`src/rtl/stream_packer.sv`:
```
// Narrow-to-wide stream packer: gathers RATIO narrow beats (or fewer, closed by wlast)
// into one registered wide word with a per-lane keep mask.
module stream_packer #(
  parameter int unsigned DATA_WIDTH = 8,
  parameter int unsigned RATIO      = 4,
  parameter int unsigned CNT_WIDTH  = $clog2(RATIO)
) (
  input  logic                        clk,
  input  logic                        reset,
  input  logic                        flush,
  input  logic [DATA_WIDTH-1:0]       wdata,
  input  logic                        wlast,
  input  logic                        wvalid,
  output logic                        wready,
  output logic [DATA_WIDTH*RATIO-1:0] rdata,
  output logic [RATIO-1:0]            rkeep,
  output logic                        rlast,
  output logic                        rvalid,
  input  logic                        rready
);

  if (RATIO < 2) begin : g_bad_ratio
    $error("stream_packer: RATIO must be >= 2");
  end

  localparam int unsigned WordWidth = DATA_WIDTH * RATIO;
  localparam logic [CNT_WIDTH-1:0] LastLane = CNT_WIDTH'(RATIO - 1);

  logic [RATIO-2:0][DATA_WIDTH-1:0] lane_q, lane_d;
  logic [CNT_WIDTH-1:0]             cnt_q, cnt_d;
  logic [WordWidth-1:0]             rdata_q, rdata_d;
  logic [RATIO-1:0]                 rkeep_q, rkeep_d;
  logic                             rlast_q, rlast_d;
  logic                             rvalid_q, rvalid_d;

  logic                             completing;
  logic                             accept;
  logic [WordWidth-1:0]             word;
  logic [RATIO-1:0]                 keep;

  // State register
  always_ff @(posedge clk) begin
    if (reset) begin
      lane_q   <= '0;
      cnt_q    <= '0;
      rdata_q  <= '0;
      rkeep_q  <= '0;
      rlast_q  <= 1'b0;
      rvalid_q <= 1'b0;
    end else if (flush) begin
      cnt_q    <= '0;
      rdata_q  <= '0;
      rkeep_q  <= '0;
      rlast_q  <= 1'b0;
      rvalid_q <= 1'b0;
    end else begin
      lane_q   <= lane_d;
      cnt_q    <= cnt_d;
      rdata_q  <= rdata_d;
      rkeep_q  <= rkeep_d;
      rlast_q  <= rlast_d;
      rvalid_q <= rvalid_d;
    end
  end

  // Next-state logic
  always_comb begin
    lane_d   = lane_q;
    cnt_d    = cnt_q;
    rdata_d  = rdata_q;
    rkeep_d  = rkeep_q;
    rlast_d  = rlast_q;
    rvalid_d = rvalid_q & ~rready;
    word     = '0;
    keep     = '0;

    // Lanes above cnt stay zero so stale accumulator contents never leak out.
    for (int i = 0; i < RATIO - 1; i++) begin
      if (CNT_WIDTH'(i) < cnt_q) word[i*DATA_WIDTH +: DATA_WIDTH] = lane_q[i];
    end
    for (int i = 0; i < RATIO; i++) begin
      if (CNT_WIDTH'(i) == cnt_q) word[i*DATA_WIDTH +: DATA_WIDTH] = wdata;
      if (CNT_WIDTH'(i) <= cnt_q) keep[i] = 1'b1;
    end

    if (accept) begin
      if (completing) begin
        rdata_d  = word;
        rkeep_d  = keep;
        rlast_d  = wlast;
        rvalid_d = 1'b1;
        cnt_d    = '0;
      end else begin
        for (int i = 0; i < RATIO - 1; i++) begin
          if (CNT_WIDTH'(i) == cnt_q) lane_d[i] = wdata;
        end
        cnt_d = cnt_q + 1'b1;
      end
    end
  end

  // Output logic: only a completing beat needs the output register free.
  always_comb begin
    completing = (cnt_q == LastLane) | wlast;
    wready     = ~rvalid_q | rready | ~completing;
    accept     = wvalid & wready & ~flush;
  end

  assign rdata  = rdata_q;
  assign rkeep  = rkeep_q;
  assign rlast  = rlast_q;
  assign rvalid = rvalid_q;

endmodule

```
`config.mk`:
```
export PLATFORM = sky130hd
export DESIGN_NAME = stream_packer
export DESIGN_NICKNAME = d
export VERILOG_FILES = /design/src/rtl/stream_packer.sv
export SDC_FILE = /design/constraint.sdc
export NUM_CORES = 1
export LEC_CHECK = 0
export ABC_AREA = 1
export CAP_MARGIN = 40
export CELL_PAD_IN_SITES_DETAIL_PLACEMENT = 1
export CELL_PAD_IN_SITES_GLOBAL_PLACEMENT = 2
export CORE_MARGIN = 2
export CORE_UTILIZATION = 30
export CTS_BUF_LIST = sky130_fd_sc_hd__clkbuf_4 sky130_fd_sc_hd__clkbuf_8 sky130_fd_sc_hd__clkbuf_16
export DETAILED_ROUTE_END_ITERATION = 10
export PLACE_DENSITY = 0.8
export SKIP_LAST_GASP = 1
export SLEW_MARGIN = 0
export SYNTH_ARGS = -nofsm -noshare
export SYNTH_HDL_FRONTEND = slang
export SYNTH_SLANG_ARGS = --single-unit
```
`constraint.sdc`:
```
create_clock -name clk -period 2.6 [get_ports clk]
set_input_delay 0.52 -clock clk [delete_from_list [all_inputs] [get_ports clk]]
set_output_delay 0.52 -clock clk [all_outputs]
set_load 0.05 [all_outputs]
```
==> results.md, run 1 <==
- Run status: finished clean
- Worst-Margin Slew: 532 ps
- Post-synth top flop: dfxtp_1
- Dpl hpwl: around 6100 um
- Setup tns final: 0 ps
- Cells after synthesis: 450
- Yosys top cell area share: 0.436
- H-tree depth: 3
- Post-synthesis mux area share: 0
- Final net count: 520
- Arrival time at the worst endpoint: 1750 ps
- Post-synth EDFFs: 0
- FFs w/ async S/R, synth: 0
- Deepest clock path buffer count: 2
- Setup Crit Path Kind: in2out
- Worst-Skew Late Latency: 340 ps
- Die area: 10600 um2
- Die width: 103 um
- Critical-path cell list: clkdlybuf4s50_1 > inv_1 > nand2_2 > nand2_1 > buf_12
- Initial antenna violation count: 0
- Leak Pwr: 1.70 nW
- Final Core Density: 0.399
- Share of post-route cells with drive strength above 1: 0.0929
- Register area: 1280 um2
- Post-synth top cells: nand2_1 (138), nor2_1 (96), dfxtp_1 (64)
- FMAX: between 400 and 500 MHz
- Global route overflow: 0
- Slowest CP cell: clkdlybuf4s50_1
- Vias in the first global route: between 2000 and 3000
- Die H: between 100 and 150 um
- Cell taking the most area after synthesis: dfxtp_1
- Post-CTS Setup Inserts: 0
- Avg Synthesized Cell Area: 6.53 um2
- Count leader, synth: nand2_1
- Crit end category: primary output
- Startpoint of the worst hold path: rkeep[0]
- Unrepaired setup endpoints after global routing: no
- Maxcap violations: 0
- Top-level port count: 53
- Setup-failing EPs final: 0
- Largest family of logic cells by synthesized area: simple AND/OR/NAND/NOR gates
- Clock skew: 8.20 ps
- Final worst slack: 332 ps
- Final worst-path cycle share: 0.872
- Clk pin slew, worst setup/hold paths: 70 ps
- Iter 0 DRT Violations: 55
- Worst Hold Class: reg2reg
- # hold bufs at CTS: 0
- Hold Vio Cnt, Final: 0
- Synthesized cell area: 2940 um2
- Worst setup path start: wlast
- Ranking of synthesized cells by area: dfxtp_1 (44%), nand2_1 (18%), nor2_1 (12%)
- Diodes inserted: 0
- Synthesized Nets: 469
- Design Power: about 0.0022 W
- Pwr Density: around 570 nW/um2
- CTS buffer count: 9
- Core Region: 9640 um2
- Layout area overhead: 30.8%
- Final WL: about 8600 um
- Synth warn: 0
- Post-synth cell types: 22
- Final slew viol count: 0
- Worst EP required: 2080 ps
- CP peak stage delay: 520 ps
- Post-synthesis sequential area ratio: 0.436
- Seq cells post-synth: 64
- First-pass GRT wire length: 13800 um
- Vias per inst: 4.46
- R2R Path Start: cnt_q[0]
- Area after DPL: 3620 um2
- Fin crit period: 2270 ps
- Buffers on Ports: 52
- Row count: 36
- Post-route DRC: 0
- Fillers: 1251
- Slew HR: 0.644
- Total track usage: 0.170
- XOR/XNOR Fraction of Synth Area: 0
- TritonRoute pass-1 iters: 4
- Worst Path Max Fanout: 12
- Simple-gate area share of the yosys netlist: 0.364
- Largest net degree at the start of global routing: 31
- Post-cts repair resize count: 0
- Final Cell Area: 3840 um2
- Compound-Gate Fraction of Synth Area: 0.0851
- Area of the multi-input gates: 1380 um2
- Vias post-DR: 2850
- Initial core utilization: 0.305
- Pre-CTS setup slack: approximately 340 ps
- Post-DRT Antenna Nets: 0
- CTS tree: built
- Drt wl/cell: about 13 um
- Final Wtd Congestion: 0.746
- Root Driver: clkbuf_8
- CP Launch Type: primary input
- Synth Area in Adders: 0.0213
- Sink Count: 64
- VDD IR max: 301 uV
==> state kept, by name, summed over array words and instances, names as in the netlist <==
register  flops
rkeep         4
lane_q       24
rvalid        1
rdata        32
rlast         1
cnt_q         2
==> report_power, final <==
part           leakage (nW)  internal [W]  switching (W)  total, W
clock                 0.112      0.000561       0.000404  0.000965
sequential            0.518      0.000996     0.00000827   0.00100
combinational          1.07     0.0000701       0.000140  0.000210
==> kinds of logic (layout without fill, tap and decap cells) <==
family | count (synthesis) | count (layout)
compound gates | 50 | 50
fa+ha+maj | 5 | 5
buf+inv | 69 | 125
flops | 64 | 64
simple gates | 262 | 262
==> area by class of cell <==
class                      instances  area share
inverter                          48      0.0475
clock inverter                     6      0.0215
timing repair buffer              61       0.159
multi-input combinational        317       0.360
clock buffer                      10      0.0358
tap                              133      0.0433
sequential                        64       0.333
==> routing by layer <==
metal	share of wire	track usage	wire length [um]	vias to the layer above
met5	0	0	0	-
li1	-	-	-	1475
met4	0.013	0.0486	113	0
met3	0.034	0.0298	297	9
met1	0.49	0.228	4190	1324
met2	0.47	0.280	4010	42
==> worst max-delay path, delay by kind of cell <==
kind                   cells  cell delay, ps
buffers and inverters      3             800
AND/OR/NAND/NOR            2             430
==> per-stage QoR <==
step / hold WS, ps / instances
after floorplan: 435 / 450
after global placement: 439 / 623
after detailed placement: 447 / 623
after CTS: 458 / 639
after global routing: 480 / 639
final: 456 / 639
==> cells in the final DEF (no fill, tap or decap), types with 3 or more instances in the layout <==
master           count
clkdlybuf4s50_1     51
nor2_2               3
nand4_1             11
inv_2                6
dfxtp_1             64
nand2_1            138
or2_2                6
o21ai_1             10
a21oi_1             32
o21ai_0              8
clkbuf_8            10
inv_1               41
buf_4                8
nor2_1              96
clkinv_2             3
ha_1                 5
==> path summary, 6_finish.rpt <==
kind	end	slack (ps)	cells past startpoint
worst max-delay path	wready	330	5
worst min register to register	rkeep[0]	460	2
worst max register to register	rdata[10]	740	7
worst min-delay path	rkeep[0]	460	2
Note: power is estimated with default switching activity, not from simulation.
==> run 2, diff against run 1 <==
TNS_END_PERCENT = 100   (was not set)
==> results of run 2 <==
The final DEF is identical to that of run 1; final timing and power are the same.
==> run 3, diff against run 2 <==
SKIP_CTS_REPAIR_TIMING = 1   (was not set)
==> results of run 3 <==
The final DEF is identical to that of run 1; final timing and power are the same.
